## src/rtl/btn_conditioner_array.sv

```systemverilog
// -----------------------------------------------------------------------------
// btn_conditioner_array
//
// N-channel push-button front end. Each channel has its own synchroniser,
// debouncer and press/hold event generator. Channels share no state.
//
// Ports:
//   clk          system clock, all logic on the rising edge
//   rst          synchronous reset, active-low
//   i_btn        raw asynchronous button inputs, active-high
//   i_repeat_en  per-channel auto-repeat enable, applied combinationally
//   o_level      debounced level
//   o_press      1-cycle pulse in the first cycle o_level is 1
//   o_release    1-cycle pulse in the first cycle o_level is 0
//   o_long       1-cycle pulse LONG_CYCLES cycles after o_press
//   o_repeat     auto-repeat pulses (first one coincides with o_long)
// -----------------------------------------------------------------------------
module btn_conditioner_array #(
  parameter int N_CH          = 4,
  parameter int SYNC_STAGES   = 2,
  parameter int DB_CYCLES     = 100000,
  parameter int LONG_CYCLES   = 100000000,
  parameter int REPEAT_CYCLES = 20000000
) (
  input  logic            clk,
  input  logic            rst,
  input  logic [N_CH-1:0] i_btn,
  input  logic [N_CH-1:0] i_repeat_en,
  output logic [N_CH-1:0] o_level,
  output logic [N_CH-1:0] o_press,
  output logic [N_CH-1:0] o_release,
  output logic [N_CH-1:0] o_long,
  output logic [N_CH-1:0] o_repeat
);

  localparam int DB_W   = $clog2(DB_CYCLES + 1);
  localparam int HOLD_W = $clog2(LONG_CYCLES + 1);
  // A one-cycle repeat period still needs a 1-bit counter to exist.
  localparam int REP_W  = (REPEAT_CYCLES > 1) ? $clog2(REPEAT_CYCLES) : 1;

  localparam logic [DB_W-1:0]   DB_LAST   = DB_W'(DB_CYCLES - 1);
  localparam logic [HOLD_W-1:0] HOLD_LAST = HOLD_W'(LONG_CYCLES - 1);
  localparam logic [HOLD_W-1:0] HOLD_MAX  = HOLD_W'(LONG_CYCLES);
  localparam logic [REP_W-1:0]  REP_LAST  = REP_W'(REPEAT_CYCLES - 1);

  typedef enum logic [1:0] {
    IDLE    = 2'd0,
    PRESSED = 2'd1,
    HELD    = 2'd2
  } state_t;

  genvar gi;
  generate
    for (gi = 0; gi < N_CH; gi++) begin : ch_g
      logic [SYNC_STAGES-1:0] sync_reg;
      logic [DB_W-1:0]        db_cnt_reg;
      logic [HOLD_W-1:0]      hold_cnt_reg;
      logic [REP_W-1:0]       rep_cnt_reg;
      state_t                 state_reg;
      logic                   level_reg;
      logic                   press_reg;
      logic                   release_reg;
      logic                   long_reg;
      logic                   tick_reg;
      logic                   s;
      logic                   accept;

      assign s = sync_reg[SYNC_STAGES-1];
      // The synchronised input has differed from the level long enough.
      assign accept = (s != level_reg) && (db_cnt_reg == DB_LAST);

      always_ff @(posedge clk) begin
        if (!rst) begin
          sync_reg     <= '0;
          db_cnt_reg   <= '0;
          hold_cnt_reg <= '0;
          rep_cnt_reg  <= '0;
          state_reg    <= IDLE;
          level_reg    <= 1'b0;
          press_reg    <= 1'b0;
          release_reg  <= 1'b0;
          long_reg     <= 1'b0;
          tick_reg     <= 1'b0;
        end else begin
          sync_reg    <= {sync_reg[SYNC_STAGES-2:0], i_btn[gi]};
          press_reg   <= 1'b0;
          release_reg <= 1'b0;
          long_reg    <= 1'b0;
          tick_reg    <= 1'b0;

          // Debounce: any cycle matching the current level restarts the count.
          if (s == level_reg) begin
            db_cnt_reg <= '0;
          end else if (accept) begin
            db_cnt_reg <= '0;
            level_reg  <= s;
          end else begin
            db_cnt_reg <= db_cnt_reg + DB_W'(1);
          end

          // An accepted fall overrides everything, so no long/repeat pulse
          // can share a cycle with o_release.
          if (accept && !s) begin
            state_reg   <= IDLE;
            release_reg <= 1'b1;
          end else if (accept && s) begin
            state_reg    <= PRESSED;
            press_reg    <= 1'b1;
            hold_cnt_reg <= '0;
          end else begin
            case (state_reg)
              PRESSED: begin
                if (hold_cnt_reg == HOLD_LAST) begin
                  // hold_cnt parks at LONG_CYCLES so o_long never re-fires.
                  hold_cnt_reg <= HOLD_MAX;
                  long_reg     <= 1'b1;
                  tick_reg     <= 1'b1;
                  rep_cnt_reg  <= '0;
                  state_reg    <= HELD;
                end else begin
                  hold_cnt_reg <= hold_cnt_reg + HOLD_W'(1);
                end
              end
              HELD: begin
                if (rep_cnt_reg == REP_LAST) begin
                  rep_cnt_reg <= '0;
                  tick_reg    <= 1'b1;
                end else begin
                  rep_cnt_reg <= rep_cnt_reg + REP_W'(1);
                end
              end
              default: begin
              end
            endcase
          end
        end
      end

      assign o_level[gi]   = level_reg;
      assign o_press[gi]   = press_reg;
      assign o_release[gi] = release_reg;
      assign o_long[gi]    = long_reg;
      // Enable only masks the tick; the repeat phase keeps running underneath.
      assign o_repeat[gi]  = tick_reg & i_repeat_en[gi];
    end
  endgenerate

endmodule

```

## config.mk

```make
export PLATFORM = sky130hd
export DESIGN_NAME = btn_conditioner_array
export DESIGN_NICKNAME = d
export VERILOG_FILES = /design/src/rtl/btn_conditioner_array.sv
export SDC_FILE = /design/constraint.sdc
export NUM_CORES = 1
export LEC_CHECK = 0
export CAP_MARGIN = 20
export CORE_MARGIN = 3
export CORE_UTILIZATION = 60
export DETAILED_ROUTE_END_ITERATION = 16
export PLACE_DENSITY = 0.77
export SETUP_SLACK_MARGIN = 0.05
export SYNTH_ARGS = -nofsm -noshare
export SYNTH_HDL_FRONTEND = slang
export SYNTH_SLANG_ARGS = --single-unit
```

## constraint.sdc

```tcl
create_clock -name clk -period 4.3 [get_ports clk]
set_input_delay 0.43 -clock clk [delete_from_list [all_inputs] [get_ports clk]]
set_output_delay 0.43 -clock clk [all_outputs]
set_load 0.05 [all_outputs]
```

Word level (Yosys, flattened, before mapping)
Cells that the tools add are included.
{"block": "totals", "ramBits": 0, "in_bits": 10, "wordCells": 229, "mem_bits_ro": 0, "latch_bits": 0, "out_inout_bits": 20, "n_memories": 0, "regBits": 312}
{"block": "op_classes", "n_mul": 0, "n_bitwise": 21, "eq_ne": 32, "div": 0, "shift": 0, "addsub": 12, "order_cmp": 0, "muxes": 56, "n_reduce_logical": 64}
{"operator": "$mux 27", "count": 12}
{"operator": "$mux 25", "count": 8}
{"operator": "$pmux 25 s2", "count": 4}
{"operator": "$add 27x1->27 const B", "count": 4}
{"operator": "$eq 27x27->1 const B", "count": 4}
{"operator": "$add 25x1->25 const B", "count": 4}
{"operator": "$eq 25x25->1 const B", "count": 4}
{"operator": "$add 17x1->17 const B", "count": 4}
{"operator": "$eq 17x17->1 const B", "count": 4}
{"operator": "$reduce_and 2->1", "count": 16}
{"operator": "$mux 1", "count": 28}
{"operator": "$reduce_bool 2->1", "count": 12}
{"operator": "$reduce_or 3->1", "count": 8}
{"operator": "$not 1->1", "count": 17}
{"operator": "$reduce_and 4->1", "count": 4}
{"operator": "$reduce_or 4->1", "count": 4}
{"operator": "$logic_and 1x1->1", "count": 12}
{"operator": "$eq 2x1->1 const B", "count": 4}
{"operator": "$eq 2x2->1 const B", "count": 4}
{"operator": "$ne 2x2->1 const B", "count": 4}
{"operator": "$pmux 1 s2", "count": 4}
{"operator": "$reduce_or 2->1", "count": 4}
{"operator": "$and 1x1->1", "count": 4}
{"operator": "$eq 1x1->1", "count": 4}
{"operator": "other kinds (2)", "count": 8}

Depth between registers and ports, before layout
Gate-level depths: netlist of the first run.
{"block": "logic_depth", "word_depth": 5, "depth_mapped": 9, "depth_no_buf": 7}

Worst setup path after synthesis of the first run
No wires, ideal clock.
{"block": "synth_timing", "path_type": "flip-flop to flip-flop", "start": "reg ch_g[1].db_cnt_reg[6]", "end": "reg ch_g[1].hold_cnt_reg[20]", "setup_ns": 0.132, "t_arrival_ns": 2.403, "n_path_buf": 2, "required_time_ns": 4.168, "period_less_slack_ns": 2.536, "slack_ns": 1.764, "stages_incl_launch_ff": 9, "path_cell_list": "dfxtp_1 or4b_2 or4_1 clkbuf_1 o21ai_2 buf_2 nor2_1 o21ai_0 a21oi_1"}
{"block": "synth_via", "elab_chain_len": 5, "elab_cells_between_ends": 8, "cone_classes": "1 x eq/ne; 1 x mux; 1 x bitwise; 5 x reduce/logical"}
{"item": "start, declared", "line": "56", "text": "logic [DB_W-1:0] db_cnt_reg;"}
{"item": "start signal, assigned", "line": "98", "text": "db_cnt_reg <= db_cnt_reg + DB_W'(1);"}
{"item": "$eq 17x17->1 *", "line": "70", "text": "assign accept = (s != level_reg) && (db_cnt_reg == DB_LAST);"}
{"item": "$logic_and 1x1->1 *", "line": "70"}
{"item": "$logic_and 1x1->1, on equally long branches", "line": "106, 103"}
{"item": "$reduce_bool 2->1 (no line) / $not 1->1 (equally long branches)"}
{"item": "$reduce_and 2->1 (no line)"}
{"item": "end signal, assigned", "line": "121", "text": "hold_cnt_reg <= hold_cnt_reg + HOLD_W'(1);"}
{"item": "end, declared", "line": "57", "text": "logic [HOLD_W-1:0] hold_cnt_reg;"}
Every way passes the cells marked *; elsewhere a longest branch is shown, timed or not.
A chain may end at the register's enable or synchronous reset.

Worst setup path after layout of the first run
{"block": "layout_timing", "start": "reg ch_g[2].db_cnt_reg[15]", "end": "reg ch_g[2].rep_cnt_reg[16]"}
{"block": "layout_via", "elab_chain_len": 5, "elab_cells_between_ends": 7, "cone_classes": "1 x eq/ne; 2 x bitwise; 4 x reduce/logical"}
{"item": "start, declared", "line": "56"}
{"item": "start signal, assigned", "line": "98"}
{"item": "$eq 17x17->1 *", "line": "70"}
{"item": "$logic_and 1x1->1 *", "line": "70"}
{"item": "$logic_and 1x1->1, on equally long branches", "line": "106, 103"}
{"item": "$not 1->1 (no line)"}
{"item": "$reduce_and 4->1 (no line) *"}
{"item": "end signal, assigned", "line": "129", "text": "rep_cnt_reg <= rep_cnt_reg + REP_W'(1);"}
{"item": "end, declared", "line": "58", "text": "logic [REP_W-1:0] rep_cnt_reg;"}
Marks and branches as above.

==> results.md, run 1 <==
* PwrDens at 342 nW/um^2
* Synth async-reset ratio at 0%
* Critical Path RT at 4740 ps
* Setup_tns at 0 ps
* Worst-path clk slew at roughly 60 ps
* Final min period at between 3000 and 4000 ps
* Max-cap violations at 0
* Ports at 30
* Syn_nets at ~2000
* Cell Rows at 58
* TritonCTS clock tree: yes
* Reg2reg start: ch_g[2].db_cnt_reg[15]
* Synth Area per Inst at between 8 and 9 um^2
* Vias at around 15000
* RSZ-0062 raised after global routing: no
* Final WL at 36900 um
* Synthesized flop and latch total at 312
* Reg-to-Reg End: ch_g[2].rep_cnt_reg[16]
* Initial Util at 62.2%
* Tot GR Track Use at 25.0%
* First-pass GRT wire length at 63000 um
* Remaining Overflow, GRT at 0
* Max reg flops at 108
* Fin. max-slew vios at 0
* Pwr Total at ~6000 uW
* Total Die Area at 28500 um^2
* IO Port Bufs at 29
* Drt first pass iters at 5
* ANT nets after route at 0
* Final net count at 2003
* Data arrival, critical path at approximately 3700 ps
* Peak supply drop at 0.355 mV
* Die width at 169 um
* Largest net degree at the start of global routing at 49
* WS Path Type: flop to flop
* Reg area at 6250 um^2
* CTS root buf: clkbuf_16
* Critical Path End: ch_g[2].rep_cnt_reg[16]
* CTS max path bufs at 3
* Fmax at a little over 300 MHz
* Final HPWL DP at 24500 um
* Setup-failing EPs final at 0
* Syn-to-layout area delta at 9.99%
* Max_slew headroom at 28.5%
* Top cell type's share of synthesized area at about two fifths
* Yosys Warn Count at 0
* Layout cells sized above 1 at 6.00%
* Post-synth EDFFs at 0
* H-tree Lvls at 2
* Top FF cell, synth: dfxtp_1
* HP Class: input port to flop
* CTS Buf Count at 35
* Area of the multi-input gates at 9100 um^2
* Routed length per instance at 15.9 um
* Fin util at about two thirds
* Post CTS Setup Buffer Count at 0
* Status: complete, no violations
* Routability congestion estimate at approximately 0.85
* Final hold vios at 0
* Leakage at around 0.0056 uW
* Critical Path Sink Type: flop
* Vias in the first global route at 13600
* Number of diodes at 0
* Synth area leaders: dfxtp_1 (39%), a21oi_1 (5.4%), nor2_1 (5.2%), o21ai_0 (4.3%), nand2_1 (3.6%)
* Worst-path fanout max at 16
* Fillers at ~2100
* Core Region at about 26000 um^2
* Synth area leader: dfxtp_1
* Setup crit start kind: flop
* R2R depth at 7
* Period utilisation layout at 76.4%
* DRC Markers at 0
* R2R setup slack at 1020 ps
* Skew-Pair Late Insertion Delay at 520 ps
* Die Ht at 169 um
* Number of gates resized after cts at 0
* Seq/Total Area, Yosys at 39.2%
* Total clock sinks at 312
* Mapped Cells at approximately 2000
* Post-Syn Area at 15900 um^2
* Max Clock Skew at approximately 14 ps
* Worst-margin pin slew at between 1000 and 1500 ps
* Crit path from: ch_g[2].db_cnt_reg[15]
* DR vias/cell at 6.36
* Antenna violations before repair at 0
* Cell variety after synth at 74
* Starting DRT DRC Count at 1057
* Hold buffers post-CTS at 0
-- cell usage in the layout (no fill, tap or decap), types with 17 or more instances in the layout --
master           synthesis  layout
or4_1                   36      36
and4_1                  25      25
nand4_1                 57      57
inv_1                   31      30
clkdlybuf4s50_1          0      28
clkbuf_16                0      35
xnor2_1                 53      53
nor4_1                  40      40
dfxtp_1                312     312
nand3b_1                17      17
ha_1                    20      20
nor2_1                 219     219
o211ai_1                25      25
o21ai_0                137     137
and2_1                  41      41
nand2_1                151     151
a21oi_1                171     171
nand3_1                110     110
a31oi_1                 31      31
or3_1                   43      43
nor3_1                  52      52
buf_4                   17      25
and3_1                  51      51
xor2_1                  54      54
-- synth_stat cells, drive strengths merged (20+ instances only) --
master  number
nand2      151
nor4        43
nor3        53
or3         43
a21oi      171
and4        26
ha          20
xnor2       53
nand4       58
dfxtp      312
nand3      110
o21ai      142
and2        42
a31oi       31
o211ai      25
xor2        54
inv         31
or4         37
nor2       219
and3        51
buf         25
clkbuf      81
-- routing by layer --
layer | vias to the layer above | share of wire (%) | wire (um) | global-route usage (%)
li1 | 7304 | - | - | -
met1 | 7004 | 46 | 17000 | 34.5
met2 | 456 | 47 | 17200 | 41.1
met3 | 57 | 5.8 | 2160 | 3.32
met4 | 0 | 1.5 | 552 | 7.54
met5 | - | 0 | 0 | 0
-- critical path: stages, from the launching register on --
cell and delay [ps]:
dfxtp_1 370, nor4b_1 550, nand4_1 290, nor2_1 830, or3_1 480, o21ai_0 300
buf_4 260, nor2_1 110
-- report_power, final --
| group | total, uW | leakage, uW | switching, uW | internal [uW] |
|---|---|---|---|---|
| combinational | 75.0 | 0.00252 | 57.6 | 17.4 |
| sequential | 2900 | 0.00251 | 4.01 | 2890 |
| clock | 3020 | 0.000585 | 1210 | 1810 |
| total | 5990 | 0.00561 | 1270 | 4720 |
-- worst min-delay path by stage --
stage / cells after the start / slack [ps] / end / start
detailed placement: 1 / 420 / ch_g[1].sync_reg[1] / ch_g[1].sync_reg[0]
global route: 2 / 420 / ch_g[2].rep_cnt_reg[24] / rst
global placement: 1 / 410 / ch_g[2].sync_reg[1] / ch_g[2].sync_reg[0]
CTS: 2 / 400 / ch_g[2].rep_cnt_reg[24] / rst
finish: 2 / 410 / ch_g[2].rep_cnt_reg[24] / rst
floorplan: 1 / 410 / ch_g[0].sync_reg[1] / ch_g[0].sync_reg[0]
-- kinds of logic after synthesis --
logic type,count (synthesis),share of synthesized area [%]
AO/OA/AOI/OAI,476,17.8
buffers and inverters,137,3.72
XOR/XNOR,107,5.88
AND/OR/NAND/NOR,933,31.6
adder cells (fa/ha/maj),20,1.57
flip-flops,312,39.2
multiplexers,3,0.204
-- through the flow --
stage / cell area (um^2) / hold WS (ps) / setup WS [ps] / instances
finish: 17500 / 411 / 1020 / 2329
global route: 17500 / 419 / 700 / 2329
CTS: 17500 / 397 / 1110 / 2329
detailed placement: 16400 / 419 / 1160 / 2266
global placement: 16400 / 413 / 1320 / 2266
floorplan: 15900 / 412 / 1760 / 1988
-- area by class of cell --
class	count	share of cell area [%]
inverter	31	0.679
multi-input combinational	1539	52.0
tap	330	2.36
timing repair buffer	54	2.70
clock inverter	18	1.04
sequential	312	35.7
clock buffer	45	5.61
(Power assumes the default switching activity.)
==> run 2: changes to the inputs <==
clock period = 3.23 ns   (was 4.3 ns; I/O delays follow)
==> run 2 against run 1 <==
Final cell count rose by 0.56%; via count decreased by 0.13%; maximum frequency grew 13%; sequential power grew 33%; first-iteration DRC count grew 7.3%; register-to-register slack lost 690 ps; hold slack got worse by 66 ps; total power grew 36%; core utilization rose by 0.67 points; routed wire length shrank 0.11%; clock skew grew 1.2 ps; critical endpoint is now ch_g[3].rep_cnt_reg[9]; highest routed layer unchanged.
==> results.md, run 2 (synthesized netlist as in run 1, its figures left out) <==
* Final net count at 2016 (+0.65%)
* Tot GR Track Use at 25.1% (+0.043 points)
* Core Region at 25600 um^2 (unchanged)
* Combinational share of power at 1.3% (about the same)
* Switching power at 1660 uW (+31%)
* Switching share of power at 20.3% (-0.93 points)
* Most common cell after layout, fill and taps aside: dfxtp_1
* Worst-path fanout max at 28 (+12)
* PwrDens at 462 nW/um^2 (+35%)
* Worst-margin pin slew at 943 ps (-120 ps)
* Final hold vios at 0 (unchanged)
* Max reg flops at 108 (unchanged)
* Total Die Area at 28500 um^2 (unchanged)
* Setup crit start kind: flop
* Critical Path RT at 3670 ps (-1070 ps)
* Max_slew headroom at 37.1% (+8.6 points)
* Internal power at 6520 uW (+38%)
* R2R setup slack at 330 ps (-690 ps)
* Placed Cells at 2280 (+0.62%)
* Most frequent cells in the layout: dfxtp_1 (312), nor2_1 (219), a21oi_1 (171)
* Starting DRT DRC Count at 1134 (+7.3%)
* Data arrival, critical path at 3340 ps (-390 ps)
* Skew-Pair Late Insertion Delay at 510 ps (about the same)
* CTS root buf: clkbuf_16
* Status: complete, no violations
* Fillers at 2064 (-0.91%)
* CTS max path bufs at 3 (unchanged)
* Final std cells w/o fill at 2342 (+0.56%)
* ANT nets after route at 0 (unchanged)
* Met2 global-route usage at 41.0% (about the same)
* Total clock sinks at 312 (unchanged)
* Antenna violations before repair at 0 (unchanged)
* Met1 Use GR at 34.6% (+0.045 points)
* Leakage at 0.00570 uW (+1.6%)
* DRC Markers at 0 (unchanged)
* GRT Max-Usage Layer: met2
* Flop pwr share at 47.2% (-1.2 points)
* Setup-failing EPs final at 0 (unchanged)
* HP Class: input port to flop
* Hold buffers post-CTS at 0 (unchanged)
* TritonCTS clock tree: yes
* Vias at 14800 (-0.13%)
* Critical Path Sink Type: flop
* Routed length per instance at 15.7 um (-0.66%)
* RSZ-0062 raised after global routing: no
* Cell Rows at 58 (unchanged)
* Peak supply drop at 0.458 mV (+29%)
* Final min period at 2900 ps (-380 ps)
* Final WL at 36900 um (-0.11%)
* Number of gates resized after cts at 0 (unchanged)
* Clock share of power at 51.6% (+1.2 points)
* Layout cells sized above 1 at 6.51% (+0.51 points)
* First-pass GRT wire length at 62600 um (-0.57%)
* Final HPWL DP at 24300 um (-0.65%)
* H-tree Lvls at 2 (unchanged)
* Fin. max-slew vios at 0 (unchanged)
* Max Clock Skew at 14.7 ps (+1.16 ps)
* WS Path Type: flop to flop
* Syn-to-layout area delta at 11.1%
* Die Ht at 169 um (unchanged)
* Routability congestion estimate at 0.848 (about the same)
* DR vias/cell at 6.32 (-0.68%)
* Max-cap violations at 0 (unchanged)
* Largest net degree at the start of global routing at 72 (+47%)
* Vias in the first global route at 13600 (-0.13%)
* Fin util at 69.0% (+0.67 points)
* Ports at 30 (unchanged)
* Period utilisation layout at 89.9% (+14 points)
* Drt first pass iters at 5 (unchanged)
* Worst-path clk slew at 60 ps (about the same)
* CTS Buf Count at 34 (-2.9%)
* Post CTS Setup Buffer Count at 0 (unchanged)
* Met3 usage at 3.41% (+0.093 points)
* Setup_tns at 0 ps (unchanged)
* Fmax at 344 MHz (+13%)
* Remaining Overflow, GRT at 0 (unchanged)
* IO Port Bufs at 29 (unchanged)
* Initial Util at 62.2% (unchanged)
* Die width at 169 um (unchanged)
==> run 2: layout make-up <==
cell class / count / area, um^2 / share of cell area [%]
multi-input cells: 1539 / 9100 / 51.4
flip-flops and latches: 312 / 6250 / 35.3
clock buffers: 43 / 946 / 5.35
repair buffers: 68 / 591 / 3.34
well taps: 330 / 413 / 2.33
clock inverters: 18 / 272 / 1.53
inverters: 31 / 119 / 0.672
diodes: 1 / 2.50 / 0.0141
==> run 2: per-stage QoR <==
stage	total power, uW	hold slack (ps)	setup slack [ps]	area [um^2]
6_report	8180	345	325	17700
5_1_grt	8420	372	142	17700
4_1_cts	8250	329	359	17700
3_5_place_dp	4050	424	387	16500
3_3_place_gp	4040	414	462	16500
2_1_floorplan	4010	412	694	15900
==> run 2: final timing paths <==
path	start	endpoint	cells after the start
setup / recovery	ch_g[3].hold_cnt_reg[0]	ch_g[3].rep_cnt_reg[9]	6
hold / removal	rst	ch_g[3].level_reg	3
setup reg to reg	ch_g[3].hold_cnt_reg[0]	ch_g[3].rep_cnt_reg[9]	6
hold reg to reg	ch_g[1].sync_reg[0]	ch_g[1].sync_reg[1]	1
==> run 2: worst max-delay path, stage by stage (launching register included) <==
cell and delay (ps):
dfxtp_1 360, ha_1 310, nand4_4 170, or4_4 600
a211o_1 610, or4_1 620, o22ai_1 150
==> run 2: power by group through the flow <==
stage | Clock, uW | Combinational (uW) | Sequential (uW)
3_5_place_dp | 0 | 102 | 3940
3_3_place_gp | 0 | 101 | 3940
5_1_grt | 4450 | 111 | 3860
4_1_cts | 4300 | 101 | 3860
2_1_floorplan | 0 | 63.2 | 3940
6_report | 4220 | 102 | 3860
==> run 2: metal layers <==
layer | vias up | share of wire, %
li1 | 7333 | -
met4 | 0 | 1.8
met3 | 67 | 4.8
met5 | - | 0
met1 | 7018 | 47
met2 | 384 | 47
==> run 3: changes to the inputs <==
PLACE_DENSITY = unset   (was 0.77)
PLACE_DENSITY_LB_ADDON = 0.25   (was unset)
==> run 3 against run 2 <==
First-iteration DRC count rose by 16%; critical path depth did not move; core utilization rose by 0.11 points; sequential power barely moved; via count rose by 0.15%; sequential share of layout area fell by 0.055 points; critical endpoint is now ch_g[3].rep_cnt_reg[10]; largest cell class unchanged; largest power group unchanged.
==> results.md, run 3 (synthesized netlist as in run 1, its figures left out) <==
* Routability congestion estimate at 0.891 (+5.1%)
* Fin. max-slew vios at 0 (unchanged)
* Max_slew headroom at 41.1% (+4.0 points)
* Remaining Overflow, GRT at 0 (unchanged)
* Most frequent cells in the layout: dfxtp_1 (312), nor2_1 (219), a21oi_1 (171)
* Final min period at 2990 ps (+89.9 ps)
* Setup-failing EPs final at 0 (unchanged)
* RSZ-0062 raised after global routing: no
* HP Class: input port to flop
* Setup_tns at 0 ps (unchanged)
* Status: complete, no violations
* Area of the multi-input gates at 9100 um^2 (about the same)
* Initial Util at 62.2% (unchanged)
* Die width at 169 um (unchanged)
* Total Die Area at 28500 um^2 (unchanged)
* Fillers at 2120 (+2.7%)
* CTS root buf: clkbuf_16
* First-pass GRT wire length at 63400 um (+1.2%)
* Largest net degree at the start of global routing at 72 (unchanged)
* WS Path Type: flop to flop
* DRC Markers at 0 (unchanged)
* TritonCTS clock tree: yes
* Ports at 30 (unchanged)
* Die Ht at 169 um (unchanged)
* Worst Path Buf+Inv at 0 (unchanged)
* Worst-margin pin slew at 884 ps (-59.5 ps)
* IO Port Bufs at 29 (unchanged)
* Vias at 14800 (+0.15%)
* Routed length per instance at 15.8 um (+0.41%)
* Post CTS Setup Buffer Count at 0 (unchanged)
* Top Family by Delay on Critical Path: simple AND/OR/NAND/NOR gates
* Starting DRT DRC Count at 1314 (+16%)
* Cell Rows at 58 (unchanged)
* Max-cap violations at 0 (unchanged)
* Peak supply drop at 0.488 mV (+6.4%)
* Period utilisation layout at 92.7% (+2.8 points)
* Pwr Total at 8150 uW (-0.38%)
* CTS Buf Count at 35 (+2.9%)
* Antenna violations before repair at 1 (+1)
* Critical Path RT at 3670 ps (about the same)
* Layout cells sized above 1 at 6.62% (+0.10 points)
* Reg area at 6250 um^2 (unchanged)
* Most common cell after layout, fill and taps aside: dfxtp_1
* Final HPWL DP at 24100 um (-1.2%)
* Number of gates resized after cts at 0 (unchanged)
* Final WL at 37000 um (+0.32%)
* Fmax at 334 MHz (-3.0%)
* Worst-path clk slew at 60 ps (about the same)
* PwrDens at 460 nW/um^2 (-0.53%)
* Critical Path Sink Type: flop
* Hold buffers post-CTS at 0 (unchanged)
* Setup crit start kind: flop
* Worst-path fanout max at 32 (+14%)
* ANT nets after route at 0 (unchanged)
* Skew-Pair Late Insertion Delay at 510 ps (about the same)
* Max stage delay on crit path at 650 ps (+30 ps)
* Vias in the first global route at 13800 (+1.8%)
* R2R setup slack at 240 ps (-90 ps)
* DR vias/cell at 6.34 (+0.23%)
* H-tree Lvls at 2 (unchanged)
* CTS max path bufs at 3 (unchanged)
* Max Clock Skew at 14.7 ps (-0.0131 ps)
* Leakage at 0.00571 uW (+0.11%)
* Core Region at 25600 um^2 (unchanged)
* Max reg flops at 108 (unchanged)
* Number of diodes at 0 (-1)
* Final hold vios at 0 (unchanged)
* Crit-path cells: ha_1, nand4_4, or4_4, a211o_1, or4_1, a21oi_1
* Final net count at 2017 (+0.050%)
* Syn-to-layout area delta at 11.2%
* Max stage delay cell, worst path: a211o_1
* Tot GR Track Use at 25.2% (+0.17 points)
* Drt first pass iters at 7 (+2)
* Data arrival, critical path at 3430 ps (+90 ps)
* Total clock sinks at 312 (unchanged)
==> run 3: cell count changes in the layout (fill, tap and decap cells not counted) <==
cell	delta
a211oi_1	-1
bufinv_16	-3
buf_4	-1
clkbuf_16	+2
clkinv_2	-5
clkinvlp_4	+1
clkbuf_8	+5
buf_12	+1
diode_2	-1
clkinv_4	+1
clkbuf_1	-2
a211oi_2	+1
==> run 3: worst paths after layout <==
| kind | startpoint | to | cells after the start |
|---|---|---|---|
| max | ch_g[3].hold_cnt_reg[0] | ch_g[3].rep_cnt_reg[10] | 6 |
| min | rst | ch_g[3].level_reg | 3 |
| max reg2reg | ch_g[3].hold_cnt_reg[0] | ch_g[3].rep_cnt_reg[10] | 6 |
| min reg2reg | ch_g[1].sync_reg[0] | ch_g[1].sync_reg[1] | 1 |
==> run 3: tightest hold or removal path: stages <==
cell and delay (ps):
buf_2 140, inv_4 190, nor2_1 150
==> run 3: cell type report <==
type / instances / share of cell area [%]
Inverter: 31 / 0.671
Tap cell: 330 / 2.33
Sequential cell: 312 / 35.3
Clock inverter: 12 / 0.975
Timing Repair Buffer: 68 / 3.40
Multi-Input combinational cell: 1539 / 51.4
Clock buffer: 48 / 5.97
==> run 3: power breakdown <==
group	leakage (uW)	total [uW]	switching, uW	internal (uW)
Clock	0.000604	4190	1580	2610
Sequential	0.00251	3860	4.71	3850
Combinational	0.00259	106	78.8	26.7
Total	0.00571	8150	1660	6490
==> run 3: metal layers <==
| layer | wire length [um] | track usage [%] | up-vias |
|---|---|---|---|
| li1 | - | - | 7309 |
| met1 | 16900 | 33.7 | 7054 |
| met2 | 17700 | 43.0 | 397 |
| met3 | 1730 | 3.01 | 64 |
| met4 | 667 | 7.40 | 0 |
| met5 | 0 | 0 | - |
==> run 3: through the flow <==
| step | instances | worst slack [ps] | instance area (um^2) | hold WS, ps | util, % |
|---|---|---|---|---|---|
| after global routing | 2340 | 109 | 17700 | 350 | 69.2 |
| after detailed placement | 2280 | 297 | 16500 | 424 | 64.4 |
| after floorplan | 1988 | 694 | 15900 | 412 | - |
| after global placement | 2280 | 389 | 16500 | 413 | 64.4 |
| after CTS | 2340 | 263 | 17700 | 330 | 69.2 |
| final | 2340 | 235 | 17700 | 335 | 69.2 |
